--- src/rtl/vga_pkg.sv ---
// Shared VGA constants and types for the frame-buffer scheduler and its neighbours.
package vga_pkg;

    // Display geometry (640x480 @ 60 Hz, pixel-clock domain)
    localparam int NUM_ROWS  = 480;
    localparam int NUM_COLS  = 640;

    // Horizontal timing, in pixel clocks
    localparam int H_ACTIVE  = 640;
    localparam int H_FP      = 16;
    localparam int H_SYNC    = 96;
    localparam int H_BP      = 48;
    localparam int H_TOTAL   = H_ACTIVE + H_FP + H_SYNC + H_BP;
    localparam int HS_START  = H_ACTIVE + H_FP;
    localparam int HS_END    = HS_START + H_SYNC;

    // Vertical timing, in lines
    localparam int V_ACTIVE  = 480;
    localparam int V_FP      = 10;
    localparam int V_SYNC    = 2;
    localparam int V_BP      = 33;
    localparam int V_TOTAL   = V_ACTIVE + V_FP + V_SYNC + V_BP;
    localparam int VS_START  = V_ACTIVE + V_FP;
    localparam int VS_END    = VS_START + V_SYNC;

    // Frame-buffer word address and pixel widths
    localparam int FB_ADDR_W = 19;
    localparam int PIXEL_W   = 8;

    typedef logic [FB_ADDR_W-1:0] fb_addr_t;
    typedef logic [PIXEL_W-1:0]   pixel_t;

    typedef enum logic [1:0] {
        IDLE  = 2'd0,
        FETCH = 2'd1,
        DRAIN = 2'd2
    } sched_state_t;

endpackage

--- src/rtl/vga_fb_scheduler_if.sv ---
// Bus bundles around the scheduler: camera write channel and frame-buffer SRAM port.

// Camera write request channel: the camera is master, the scheduler is slave.
interface fb_cam_if #(
    parameter int ADDR_W = 19,
    parameter int DATA_W = 8
);
    logic              cam_valid;
    logic              cam_ready;
    logic [ADDR_W-1:0] cam_addr;
    logic [DATA_W-1:0] cam_data;

    modport master (output cam_valid, output cam_addr, output cam_data, input cam_ready);
    modport slave  (input cam_valid, input cam_addr, input cam_data, output cam_ready);
endinterface

// Single-port frame-buffer SRAM: the scheduler is master, the memory is slave.
interface fb_mem_if #(
    parameter int ADDR_W = 19,
    parameter int DATA_W = 8
);
    logic              mem_req;
    logic              mem_we;
    logic [ADDR_W-1:0] mem_addr;
    logic [DATA_W-1:0] mem_wdata;
    logic              mem_rvalid;
    logic [DATA_W-1:0] mem_rdata;

    modport master (output mem_req, output mem_we, output mem_addr, output mem_wdata,
                    input mem_rvalid, input mem_rdata);
    modport slave  (input mem_req, input mem_we, input mem_addr, input mem_wdata,
                    output mem_rvalid, output mem_rdata);
endinterface

--- src/rtl/fb_arbiter.sv ---
// Two-requester arbiter for the single frame-buffer port. Prefetch reads win,
// but a waiting camera is forced through once every CAM_SLOT cycles.
module fb_arbiter
    import vga_pkg::*;
#(
    parameter int CAM_SLOT = 4
) (
    input  logic clk,
    input  logic rst,
    input  logic cam_valid_i,
    input  logic rd_req_i,
    output logic cam_gnt_o,
    output logic rd_gnt_o
);

    localparam int                  STARVE_W   = (CAM_SLOT > 2) ? $clog2(CAM_SLOT) : 1;
    localparam logic [STARVE_W-1:0] STARVE_MAX = STARVE_W'(CAM_SLOT - 1);

    logic [STARVE_W-1:0] starve_q;
    logic [STARVE_W-1:0] starve_d;

    // Grant decision: camera gets the slot when no read competes or it has waited long enough.
    always_comb begin
        // NOTE: every output of a combinational block gets a default first so no latch is inferred.
        cam_gnt_o = 1'b0;
        rd_gnt_o  = 1'b0;
        if (cam_valid_i && (!rd_req_i || starve_q == STARVE_MAX)) begin
            cam_gnt_o = 1'b1;
        end else if (rd_req_i) begin
            rd_gnt_o = 1'b1;
        end
    end

    // Starvation count: cycles the camera has been held off while still requesting.
    always_comb begin
        starve_d = '0;
        if (cam_valid_i && !cam_gnt_o) begin
            starve_d = starve_q + STARVE_W'(1);
        end
    end

    // Starvation register.
    always_ff @(posedge clk) begin
        // NOTE: clocked state uses non-blocking assignments so every register samples pre-edge values.
        if (rst) begin
            starve_q <= '0;
        end else begin
            starve_q <= starve_d;
        end
    end

endmodule

--- src/rtl/vga_fb_scheduler.sv ---
// Frame-buffer scheduler: prefetches one display row into a ping-pong line
// buffer per line_req while sharing the SRAM port with the camera writer.
module vga_fb_scheduler
    import vga_pkg::*;
#(
    parameter int ADDR_W   = vga_pkg::FB_ADDR_W,
    parameter int DATA_W   = vga_pkg::PIXEL_W,
    parameter int NUM_COLS = vga_pkg::NUM_COLS,
    parameter int MEM_LAT  = 2,
    parameter int CAM_SLOT = 4
) (
    input  logic              clk,
    input  logic              rst,
    input  logic              line_req,
    input  logic [9:0]        line_num,
    fb_cam_if.slave           cam,
    fb_mem_if.master          mem,
    output logic              lb_we,
    output logic              lb_bank,
    output logic [9:0]        lb_addr,
    output logic [DATA_W-1:0] lb_data,
    output logic              fetch_busy,
    output logic              underrun
);

    localparam logic [9:0] COLS = 10'(NUM_COLS);

    // Returns still in flight when reset hits arrive within MEM_LAT cycles;
    // a short flush window keeps them out of a fetch started right after reset.
    localparam int                  FLUSH_W    = (MEM_LAT > 0) ? $clog2(MEM_LAT + 1) : 1;
    localparam logic [FLUSH_W-1:0]  FLUSH_INIT = FLUSH_W'(MEM_LAT);

    sched_state_t        state_q, state_d;
    logic [9:0]          issue_cnt_q, issue_cnt_d;
    logic [9:0]          ret_cnt_q, ret_cnt_d;
    logic [ADDR_W-1:0]   base_q, base_d;
    logic                lb_bank_q, lb_bank_d;
    logic                underrun_q, underrun_d;
    logic [FLUSH_W-1:0]  flush_q, flush_d;

    logic                line_accept;
    logic                cam_req;
    logic                rd_req;
    logic                cam_gnt;
    logic                rd_gnt;
    logic                ret_take;

    // Camera requests and read requests are masked while reset is held so the port stays quiet.
    assign cam_req     = cam.cam_valid & ~rst;
    assign line_accept = line_req & (state_q == IDLE);
    assign ret_take    = mem.mem_rvalid & ~rst & (state_q != IDLE)
                       & (flush_q == '0) & (ret_cnt_q < COLS);

    fb_arbiter #(
        .CAM_SLOT (CAM_SLOT)
    ) u_arb (
        .clk         (clk),
        .rst         (rst),
        .cam_valid_i (cam_req),
        .rd_req_i    (rd_req),
        .cam_gnt_o   (cam_gnt),
        .rd_gnt_o    (rd_gnt)
    );

    // FSM state register.
    always_ff @(posedge clk) begin
        if (rst) begin
            state_q <= IDLE;
        end else begin
            state_q <= state_d;
        end
    end

    // FSM next state: leave FETCH on the last issue and DRAIN on the last return.
    always_comb begin
        state_d = state_q;
        unique case (state_q)
            IDLE:    if (line_accept)         state_d = FETCH;
            FETCH:   if (issue_cnt_d == COLS) state_d = DRAIN;
            DRAIN:   if (ret_cnt_d == COLS)   state_d = IDLE;
            default:                          state_d = IDLE;
        endcase
    end

    // FSM outputs: busy flag and the read request presented to the arbiter.
    always_comb begin
        fetch_busy = (state_q != IDLE);
        rd_req     = (state_q == FETCH) && (issue_cnt_q < COLS) && !rst;
    end

    // Datapath next state: row base, issue/return counters, bank, error flag, flush window.
    always_comb begin
        base_d      = base_q;
        issue_cnt_d = issue_cnt_q;
        ret_cnt_d   = ret_cnt_q;
        lb_bank_d   = lb_bank_q;
        underrun_d  = underrun_q | (line_req & (state_q != IDLE));
        flush_d     = (flush_q != '0) ? flush_q - FLUSH_W'(1) : flush_q;

        if (line_accept) begin
            base_d      = ADDR_W'(32'(line_num) * 32'(NUM_COLS));
            issue_cnt_d = '0;
            ret_cnt_d   = '0;
            lb_bank_d   = ~lb_bank_q;
        end
        if (rd_gnt) begin
            issue_cnt_d = issue_cnt_q + 10'd1;
        end
        if (ret_take) begin
            ret_cnt_d = ret_cnt_q + 10'd1;
        end
    end

    // Datapath registers.
    always_ff @(posedge clk) begin
        if (rst) begin
            base_q      <= '0;
            issue_cnt_q <= '0;
            ret_cnt_q   <= '0;
            lb_bank_q   <= 1'b0;
            underrun_q  <= 1'b0;
            flush_q     <= FLUSH_INIT;
        end else begin
            base_q      <= base_d;
            issue_cnt_q <= issue_cnt_d;
            ret_cnt_q   <= ret_cnt_d;
            lb_bank_q   <= lb_bank_d;
            underrun_q  <= underrun_d;
            flush_q     <= flush_d;
        end
    end

    // Memory port mux: camera write or prefetch read, same-cycle with the grant.
    always_comb begin
        cam.cam_ready = cam_gnt;
        mem.mem_req   = cam_gnt | rd_gnt;
        mem.mem_we    = cam_gnt;
        mem.mem_addr  = '0;
        mem.mem_wdata = '0;
        if (cam_gnt) begin
            mem.mem_addr  = cam.cam_addr;
            mem.mem_wdata = cam.cam_data;
        end else if (rd_gnt) begin
            mem.mem_addr  = base_q + ADDR_W'(issue_cnt_q);
        end
    end

    // Line-buffer write port: read returns pass straight through into the current bank.
    always_comb begin
        lb_we    = ret_take;
        lb_addr  = ret_take ? ret_cnt_q : '0;
        lb_data  = ret_take ? mem.mem_rdata : '0;
        lb_bank  = lb_bank_q;
        underrun = underrun_q;
    end

endmodule

--- src/flat_wrapper.sv ---
// flat-port wrapper written by rule: the top's interface ports become plain ports
module vga_fb_scheduler_flat import vga_pkg::*;
#(
    parameter int ADDR_W   = vga_pkg::FB_ADDR_W,
    parameter int DATA_W   = vga_pkg::PIXEL_W,
    parameter int NUM_COLS = vga_pkg::NUM_COLS,
    parameter int MEM_LAT  = 2,
    parameter int CAM_SLOT = 4
)
  (clk, rst, line_req, line_num, lb_we, lb_bank, lb_addr, lb_data, fetch_busy, underrun, cam_cam_valid, cam_cam_addr, cam_cam_data, cam_cam_ready, mem_mem_req, mem_mem_we, mem_mem_addr, mem_mem_wdata, mem_mem_rvalid, mem_mem_rdata);
  fb_cam_if #(.ADDR_W(ADDR_W), .DATA_W(DATA_W)) cam_i ();
  fb_mem_if #(.ADDR_W(ADDR_W), .DATA_W(DATA_W)) mem_i ();
  input  logic clk;
  input  logic rst;
  input  logic line_req;
  input  logic [9:0] line_num;
  output logic lb_we;
  output logic lb_bank;
  output logic [9:0] lb_addr;
  output logic [DATA_W-1:0] lb_data;
  output logic fetch_busy;
  output logic underrun;
  input wire logic [$bits(cam_i.cam_valid)-1:0] cam_cam_valid;
  input wire logic [$bits(cam_i.cam_addr)-1:0] cam_cam_addr;
  input wire logic [$bits(cam_i.cam_data)-1:0] cam_cam_data;
  output wire logic [$bits(cam_i.cam_ready)-1:0] cam_cam_ready;
  output wire logic [$bits(mem_i.mem_req)-1:0] mem_mem_req;
  output wire logic [$bits(mem_i.mem_we)-1:0] mem_mem_we;
  output wire logic [$bits(mem_i.mem_addr)-1:0] mem_mem_addr;
  output wire logic [$bits(mem_i.mem_wdata)-1:0] mem_mem_wdata;
  input wire logic [$bits(mem_i.mem_rvalid)-1:0] mem_mem_rvalid;
  input wire logic [$bits(mem_i.mem_rdata)-1:0] mem_mem_rdata;
  assign cam_i.cam_valid = cam_cam_valid;
  assign cam_i.cam_addr = cam_cam_addr;
  assign cam_i.cam_data = cam_cam_data;
  assign cam_cam_ready = cam_i.cam_ready;
  assign mem_mem_req = mem_i.mem_req;
  assign mem_mem_we = mem_i.mem_we;
  assign mem_mem_addr = mem_i.mem_addr;
  assign mem_mem_wdata = mem_i.mem_wdata;
  assign mem_i.mem_rvalid = mem_mem_rvalid;
  assign mem_i.mem_rdata = mem_mem_rdata;
  vga_fb_scheduler #(.ADDR_W(ADDR_W), .DATA_W(DATA_W), .NUM_COLS(NUM_COLS), .MEM_LAT(MEM_LAT), .CAM_SLOT(CAM_SLOT)) u_core (.clk(clk), .rst(rst), .line_req(line_req), .line_num(line_num), .cam(cam_i), .mem(mem_i), .lb_we(lb_we), .lb_bank(lb_bank), .lb_addr(lb_addr), .lb_data(lb_data), .fetch_busy(fetch_busy), .underrun(underrun));
endmodule
--- config.mk ---
export PLATFORM = sky130hd
export DESIGN_NAME = vga_fb_scheduler_flat
export DESIGN_NICKNAME = d
export VERILOG_FILES = /design/src/rtl/vga_pkg.sv /design/src/rtl/vga_fb_scheduler_if.sv /design/src/rtl/fb_arbiter.sv /design/src/rtl/vga_fb_scheduler.sv /design/src/flat_wrapper.sv
export SDC_FILE = /design/constraint.sdc
export NUM_CORES = 1
export LEC_CHECK = 0
export CAP_MARGIN = 20
export CORE_MARGIN = 10
export CORE_UTILIZATION = 32
export CTS_BUF_LIST = sky130_fd_sc_hd__clkbuf_4
export DETAILED_ROUTE_END_ITERATION = 10
export PLACE_DENSITY = 0.6
export SKIP_LAST_GASP = 1
export SLEW_MARGIN = 20
export SYNTH_ARGS = -nofsm -noshare
export SYNTH_HDL_FRONTEND = slang
export SYNTH_SLANG_ARGS = --single-unit
--- constraint.sdc ---
create_clock -name clk -period 2.4 [get_ports clk]
set_input_delay 0.24 -clock clk [delete_from_list [all_inputs] [get_ports clk]]
set_output_delay 0.24 -clock clk [all_outputs]
set_load 0.01 [all_outputs]
## After elaboration in Yosys (flattened, before gate mapping)

Index checks and enable logic that the tools add are counted.

- $add $sub $neg: 5
- Multipliers: 1
- Magnitude comparators: 2
- Equality and inequality tests: 8
- Muxes and demuxes: 16
- Bitwise logic cells: 12
- Reduce and logical (&&, ||, !) cells: 14

Operator list:

| operator | number |
|---|---|
| two-way mux 10 bit | 5 |
| two-way mux 19 bit | 2 |
| adder 10 x 1 -> 10 bit (second input constant) | 2 |
| == test 10 bit (second input constant) | 2 |
| < comparator 10 bit (second input constant) | 2 |
| adder 19 x 10 -> 19 bit | 1 |
| two-way mux 8 bit | 2 |
| multiplier 10 x 3 -> 12 bit (second input constant) | 1 |
| bitwise AND 1 bit | 7 |
| two-way mux 2 bit | 3 |
| != test 2 x 1 -> 1 bit (second input constant) | 3 |
| one-hot mux 2 bit (3 select lines) | 1 |
| == test 2 bit (second input constant) | 2 |
| logical AND 1 bit | 4 |
| logical NOT 2 bit | 2 |
| nonzero test 2 bit | 2 |
| logical NOT 1 bit | 3 |
| two-way mux 1 bit | 3 |
| NOT 1 bit | 3 |
| AND reduction 3 bit | 1 |
| adder 2 x 1 -> 2 bit (second input constant) | 1 |
| == test 2 x 1 -> 1 bit (second input constant) | 1 |
| bitwise OR 1 bit | 2 |
| OR reduction 2 bit | 1 |
| other kinds (2) | 2 |

- Bits in registers: 40
- Input bits: 50
- Output and inout port bits: 52

## Longest topological paths before layout

Gate-level depths: netlist of run 1.

- Depth after elaboration: 11
- Mapped depth: 9

## Modules after synthesis

From an unflattened synthesis of run 1, not the netlist that was laid out.

- Cells, all modules: 414
- Area, all modules: 3113.0 µm²

By module, submodules not included:

| module | times used | cells each | area each (µm²) | sequential area each (µm²) |
|---|---|---|---|---|
| vga_fb_scheduler | 1 | 405 | 3015.4 | 760.7 |
| fb_arbiter | 1 | 9 | 97.6 | 40.0 |

## Worst setup path after synthesis of run 1

Ideal clock, no wire load.

- Path type: input to register
- Start point: input port line_num[1]
- End point: register u_core.base_q[18]
- Data arrival time: 2297 ps
- Required time: 2277 ps
- Path slack: -21 ps
- Stages on the path: 9
- Path buffers: 0
- Cells stage by stage: ha_1 -> ha_1 -> fa_1 -> a21o_1 -> a21oi_1 -> o21bai_1 -> a2111oi_0 -> nor3_1 -> nand3b_1

- Longest elaborated chain between the ends: 1

RTL lines:

| element | RTL line | text |
|---|---|---|
| start: declaration | flat_wrapper.sv:16 | `input logic [9:0] line_num;` |
| multiplier 10 x 3 -> 12 bit | vga_fb_scheduler.sv:101 | `base_d = ADDR_W'(32'(line_num) * 32'(NUM_COLS));` |
| end signal: assignment | vga_fb_scheduler.sv:124 | `base_q <= base_d;` |
| end: declaration | vga_fb_scheduler.sv:36 | `logic [ADDR_W-1:0] base_q, base_d;` |

Every way passes these cells.
A chain may end at the register's enable or synchronous reset.

## Worst setup path after layout of run 1

- Start point: register u_core.base_q[7]
- End point: output port mem_mem_addr[11]

- Longest elaborated chain between the ends: 3

RTL lines:

| element | RTL line | text |
|---|---|---|
| adder 19 x 10 -> 19 bit | vga_fb_scheduler.sv:144 | `mem.mem_addr = base_q + ADDR_W'(issue_cnt_q);` |
| two-way mux 19 bit | vga_fb_scheduler.sv:143 | `end else if (rd_gnt) begin` |
| two-way mux 19 bit | vga_fb_scheduler.sv:140 | `if (cam_gnt) begin` |
| end: declaration | flat_wrapper.sv:29 | `output wire logic [$bits(mem_i.mem_addr)-1:0] mem_mem_addr;` |

Every way passes these cells.

==> key figures, run 1 <==
Synth
  • Cells after synthesis: 427
  • Syn Area/Cell: 7.34 sq um
  • Sequential area share after synthesis: 25.5%
  • Post-synthesis async set-or-reset flop share: 0%
  • Post-synth EDFFs: 0
  • Most used DFF post-synth: dfxtp_1
  • Synth Warn #: 0
  • Synth unique cells: 54
  • Number of register bits inferred by synthesis: 40
  • Mapped Nets: 502
  • Mapped cell area: 0.00314 sq mm

Power
  • Lkg Pwr: 2.08 nW
  • Power density cells: 377 mW/mm^2
  • Maximum vdd drop: 0.281 mV

STA
  • Final Skew: 0.0179 ns
  • Final period utilization: 102%
  • Final worst setup slack: -0.0486 ns
  • RSZ-0062 raised after global routing: yes
  • Worst slew margin: 71.2%
  • F_max: 0.408 GHz
  • Pin slew with the least headroom to its limit: 0.421 ns
  • Setup tns final: -0.0486 ns
  • Max Slew Vio Count: 0
  • Tmin final: 2.45 ns
  • Final Hold Vio Count: 0
  • Setup Viol. Count Final: 1
  • Hold WS: 0.277 ns

Setup path
  • Worst setup path class: flop to output port
  • Worst-path cell with the longest stage delay: fa_2
  • Critical path, cell by cell: ha_4 > fa_2 > a21oi_2 > nor2b_1 > buf_4 > xnor2_1 > o31ai_2 > buf_2
  • CP max FO: 2
  • CP arrival: 2.21 ns
  • Kind of start point of the critical path: flop
  • Worst path bufs/invs: 2
  • Required time worst endpoint: 2.16 ns
  • Largest delay share family, worst path: adder cells
  • CP Capture Type: output port
  • Critical Path Max Stage Delay: 0.40 ns

Placed design
  • HPWL after DPL: 7.67 mm
  • Placed insts: 679
  • PortBufs: 101
  • GP Congestion: 0.867

Route
  • DRT iter0 DRCs: 147
  • DRC: 0
  • Drt pass-1 iters: 4
  • Via-per-instance ratio: 4.95
  • WL per Instance: 14.3 um
  • Routed wire length: 9.88 mm
  • Remaining antenna violation count: 0
  • Vias: 3413

Clocking
  • CTS clk-pin slew, worst paths: 0.14 ns
  • CTS Hold Buffers Added: 0
  • CTS tree: done
  • Max Buffers Root-to-Sink: 2
  • Clock latency at the later pin of the worst-skew pair: 0.36 ns
  • CTS sink cnt: 40
  • Root buffer cell: clkbuf_4
  • Num CTS Buffers: 5
  • H-tree depth: 2

Die
  • Core ar.: 0.00964 sq mm
  • Die ar.: 0.0142 sq mm
  • Num ports: 102
  • Die Y: 119 um
  • Die Width: 119 um
  • Starting Density: 32.5%
  • Rows: 36

GRT
  • Total gr overflow: 0
  • Largest net degree at the start of global routing: 31
  • Overall routing resource usage: 13.3%
  • Vias in the first global route: 3365
  • First-pass GRT wire length: 16.4 mm
  • Initial antenna violation count: 0

Job
  • Number of max-cap violations: 0

Finish
  • N_diodes: 0
  • Non-Filler Instances: 690
  • Ratio of cells with drive above 1 in the final layout: 18.5%
  • Area grow syn2layout: 49.1%
  • Fillers: 978
  • Final net count: 631
  • Area of the multi-input gates: 0.00224 sq mm
  • Final Util: 48.5%
  • FF/Latch Area: 807 sq um

Worst hold path
  • Worst Hold Class: primary input to flop

Run status
  • Violated checks: negative setup slack
  • Outcome: complete, but fails checks
[power by group]
| part | internal [mW] | switching (mW) | leakage (nW) | total, mW |
|---|---|---|---|---|
| sequential | 0.705 | 0.0364 | 0.328 | 0.741 |
| combinational | 0.295 | 0.254 | 1.71 | 0.548 |
| clock | 0.223 | 0.250 | 0.0418 | 0.473 |
[synth_stat cells (3+ instances only)]
cell	instances	area (sq um)
o21ai_1	3	15.0
buf_2	8	40.0
or3_1	6	37.5
xnor2_1	9	78.8
clkbuf_1	18	67.6
o21bai_1	3	22.5
nand2_1	59	221
inv_1	13	48.8
nor2_1	37	139
o31ai_1	7	52.6
o211ai_1	3	22.5
a21oi_1	32	160
nand4_1	7	43.8
a21o_1	4	30.0
a2111oi_0	3	26.3
nor3_1	10	50.1
and2_1	26	163
nand3b_1	6	45.0
nor2b_1	4	25.0
xor2_1	10	87.6
and3_1	8	50.1
nor3b_1	4	30.0
dfxtp_1	40	801
or4_1	3	22.5
a31oi_1	4	25.0
o21ai_0	26	130
nand2b_1	3	18.8
nand3_1	12	60.1
a211oi_1	3	22.5
ha_1	23	288
[final cells by class]
class	count	area share, %
Clock inverter	3	0.990
Inverter	13	1.04
Sequential cell	40	17.3
Multi-Input combinational cell	344	48.0
Clock buffer	5	0.803
Timing Repair Buffer	152	28.3
Tap cell	133	3.56
[registers in the layout, indices dropped and copies added, names as in the netlist]
signal,cells
u_core.lb_bank,1
u_core.issue_cnt_q,10
u_core.underrun,1
u_core.flush_q,2
u_core.u_arb.starve_q,2
u_core.state_q,2
u_core.ret_cnt_q,10
u_core.base_q,12
[layer usage]
layer  share of wire [%]  vias to the layer above  GRT usage (%)  wire length [um]
met5                   0                        -              0                 0
met3                 7.0                        5           3.87               688
met1                  50                     1529           18.4              4940
li1                    -                     1760              -                 -
met4                0.57                        0           2.44                56
met2                  42                      119           20.1              4190
[logic make-up (layout without fill, tap and decap cells)]
kind of cell / after synthesis / after routing / share of synthesized area, %
xor+xnor: 19 / 19 / 5.31
mux: 3 / 3 / 1.04
flops: 40 / 40 / 25.5
buf+inv: 43 / 173 / 6.07
fa+ha+maj: 25 / 25 / 10.5
simple gates: 197 / 197 / 31.9
compound gates: 100 / 100 / 19.7
[repair_timing]
action                                  in CTS  in global routing
buffers inserted                             2                  1
endpoints found under the hold margin        0                  0
endpoints found under the setup margin      48                 33
pin swaps                                    2                 12
gates resized for setup                     67                 62
[layout by cell type (no fill, tap or decap), drive strengths merged, types with 4 or more instances in the layout]
| cell type | n |
|---|---|
| a21o | 4 |
| nor3 | 10 |
| nand4 | 7 |
| dfxtp | 40 |
| nor2b | 4 |
| dlymetal6s2s | 8 |
| nand3b | 6 |
| o31ai | 7 |
| or3 | 6 |
| and3 | 8 |
| nand3 | 13 |
| inv | 14 |
| nand2 | 59 |
| nor3b | 4 |
| xnor2 | 9 |
| clkdlybuf4s50 | 52 |
| dlygate4sd2 | 26 |
| a211oi | 5 |
| xor2 | 10 |
| o21ai | 29 |
| ha | 23 |
| clkbuf | 12 |
| and2 | 26 |
| a31oi | 4 |
| nor2 | 38 |
| buf | 57 |
| a21oi | 32 |
[path summary, 6_finish.rpt]
| kind | slack (ns) | end | from | cells past startpoint |
|---|---|---|---|---|
| hold / removal | 0.28 | u_core.base_q[8] | line_num[1] | 4 |
| setup / recovery | -0.05 | mem_mem_addr[11] | u_core.base_q[7] | 8 |
| hold reg to reg | 0.43 | u_core.u_arb.starve_q[0] | u_core.u_arb.starve_q[0] | 1 |
| setup reg to reg | 0.26 | u_core.state_q[1] | u_core.flush_q[0] | 9 |
[stage by stage]
stage	setup slack, ns	power (mW)	area (sq um)
2_1_floorplan	0.0143	1.03	3140
3_3_place_gp	-0.481	1.29	4540
3_5_place_dp	-0.520	1.30	4540
4_1_cts	-0.188	1.78	4620
5_1_grt	-0.159	1.89	4670
6_report	-0.0486	1.76	4670
[worst register-to-register path: cells and delay by family, from the launching register on]
kind | cells | cell delay, ns
AOI/OAI and AO/OA | 4 | 0.93
DFF | 1 | 0.34
and+or+nand+nor | 2 | 0.34
buffers and inverters | 2 | 0.24
adders and majority gates | 1 | 0.21
Note: power is estimated with default switching activity, not from simulation.
==> inputs of run 2 (changes only) <==
- SKIP_LAST_GASP: 1 -> unset
==> key figures, run 2 (synthesis gave the netlist of run 1 again) <==
Run status
  • Outcome: complete, no violations

Power
  • Clock power frac: 26.8%
  • Sw Ratio: 30.6%
  • Internal: 1.22 mW
  • Flop pwr share: 42.1%
  • Logic pwr share: 31.0%
  • Total power draw: 1.76 mW
  • Power density cells: 378 mW/mm^2
  • Sw Pwr: 0.539 mW
  • Maximum vdd drop: 0.281 mV
  • Lkg Pwr: 2.05 nW

Placed design
  • Pre-CTS WS: -0.520 ns
  • Placed insts: 679
  • GP Congestion: 0.867
  • PortBufs: 101
  • HPWL after DPL: 7.67 mm
  • Placement Cell Area: 0.00454 sq mm

GRT
  • Vias in the first global route: 3381
  • GR Layer Usage met1: 18.4%
  • Total gr overflow: 0
  • Overall routing resource usage: 13.3%
  • Initial antenna violation count: 0
  • First-pass GRT wire length: 16.4 mm
  • Met2 Use GR: 20.0%
  • GRT busiest layer: met2
  • Largest net degree at the start of global routing: 31
  • Met3 GRT Util: 3.87%

Setup path
  • Worst-path cell with the longest stage delay: dfxtp_2
  • Required time worst endpoint: 2.16 ns
  • Kind of start point of the critical path: flop
  • Critical path, cell by cell: ha_4 > fa_2 > a21oi_2 > nor2b_1 > nand3_1 > nor2_1 > xnor2_1 > o21ai_0 > buf_2
  • CP Capture Type: output port
  • Critical Path Max Stage Delay: 0.37 ns
  • CP arrival: 2.14 ns
  • CP max FO: 3
  • Worst setup path class: flop to output port
  • Largest delay share family, worst path: adder cells
  • Worst path bufs/invs: 1

Die
  • Core ar.: 0.00964 sq mm
  • Starting Density: 32.5%
  • Num ports: 102
  • Rows: 36
  • Die Width: 119 um
  • Die Y: 119 um
  • Die ar.: 0.0142 sq mm

Clocking
  • Clock latency at the later pin of the worst-skew pair: 0.35 ns
  • H-tree depth: 2
  • Num CTS Buffers: 5
  • Root buffer cell: clkbuf_4
  • CTS clk-pin slew, worst paths: 0.14 ns
  • CTS Hold Buffers Added: 0
  • Max Buffers Root-to-Sink: 2
  • CTS sink cnt: 40
  • CTS tree: done

STA
  • Setup Viol. Count Final: 0
  • Pin slew with the least headroom to its limit: 0.435 ns
  • Setup tns final: 0 ns
  • Hold WS: 0.280 ns
  • Final period utilization: 99.3%
  • RSZ-0062 raised after global routing: yes
  • F_max: 0.420 GHz
  • Tmin final: 2.38 ns
  • Max Slew Vio Count: 0
  • Final Hold Vio Count: 0
  • Final Skew: 0.0178 ns
  • Worst slew margin: 70.2%
  • Final worst setup slack: 0.0164 ns

Finish
  • Max FFs per register: 12
  • N_diodes: 0
  • Commonest non-fill, non-tap cell in the layout: nand2_1
  • Most frequent cells in the layout: nand2_1 (59), clkdlybuf4s50_1 (52), buf_4 (50), dfxtp_1 (35), nor2_1 (34)
  • Non-Filler Instances: 690
  • Fillers: 975
  • Design area: 0.00465 sq mm
  • Largest Register: u_core.base_q
  • Biggest regs: u_core.base_q x12, u_core.issue_cnt_q x10, u_core.ret_cnt_q x10
  • Ratio of cells with drive above 1 in the final layout: 18.7%
  • Area grow syn2layout: 48.4%
  • Final net count: 631
  • Final Util: 48.3%
  • FF/Latch Area: 807 sq um
  • Area of the multi-input gates: 0.00224 sq mm

Worst hold path
  • Worst Hold Class: primary input to flop

Route
  • Via-per-instance ratio: 4.94
  • Routed wire length: 9.89 mm
  • DRT iter0 DRCs: 135
  • WL per Instance: 14.3 um
  • Remaining antenna violation count: 0
  • Drt pass-1 iters: 4
  • Vias: 3410
  • DRC: 0

Job
  • Number of max-cap violations: 0
run 2: path summary, 6_finish.rpt:
kind	from	endpoint	slack, ns	cells past startpoint
worst max register to register	u_core.flush_q[0]	u_core.state_q[1]	0.25	9
worst max-delay path	u_core.base_q[7]	mem_mem_addr[17]	0.02	9
worst min-delay path	line_num[1]	u_core.base_q[8]	0.28	4
worst min register to register	u_core.u_arb.starve_q[0]	u_core.u_arb.starve_q[0]	0.43	1
run 2: what timing repair did:
action / 4_1_cts / 5_1_grt
pin swaps: 2 / 12
gates resized for setup: 78 / 50
setup endpoints to repair: 48 / 33
setup buffers: 2 / 1
hold endpoints to repair: 0 / 0
run 2: routing by layer:
layer	wire length, um	share of wire [%]	vias to the layer above
met4	56	0.57	0
met5	0	0	-
met2	4180	42	113
li1	-	-	1760
met1	4990	50	1532
met3	663	6.7	5
run 2: area by class of cell:
type                       instances  area share, %
clock buffer                       5          0.806
inverter                          13           1.05
sequential                        40           17.3
timing repair buffer             152           28.1
multi-input combinational        344           48.2
clock inverter                     3          0.995
tap                              133           3.58
run 2: power by group through the flow:
| stage | clock, mW | sequential (mW) | combinational [mW] |
|---|---|---|---|
| 4_1_cts | 0.492 | 0.739 | 0.545 |
| 3_5_place_dp | 0 | 0.753 | 0.545 |
| 5_1_grt | 0.527 | 0.747 | 0.616 |
| 6_report | 0.472 | 0.741 | 0.546 |
| 3_3_place_gp | 0 | 0.752 | 0.538 |
| 2_1_floorplan | 0 | 0.744 | 0.288 |
run 2: tightest hold or removal path: stages:
cell	delay (ns)
dlymetal6s2s_1	0.14
buf_4	0.14
nand2_1	0.04
a21oi_1	0.05
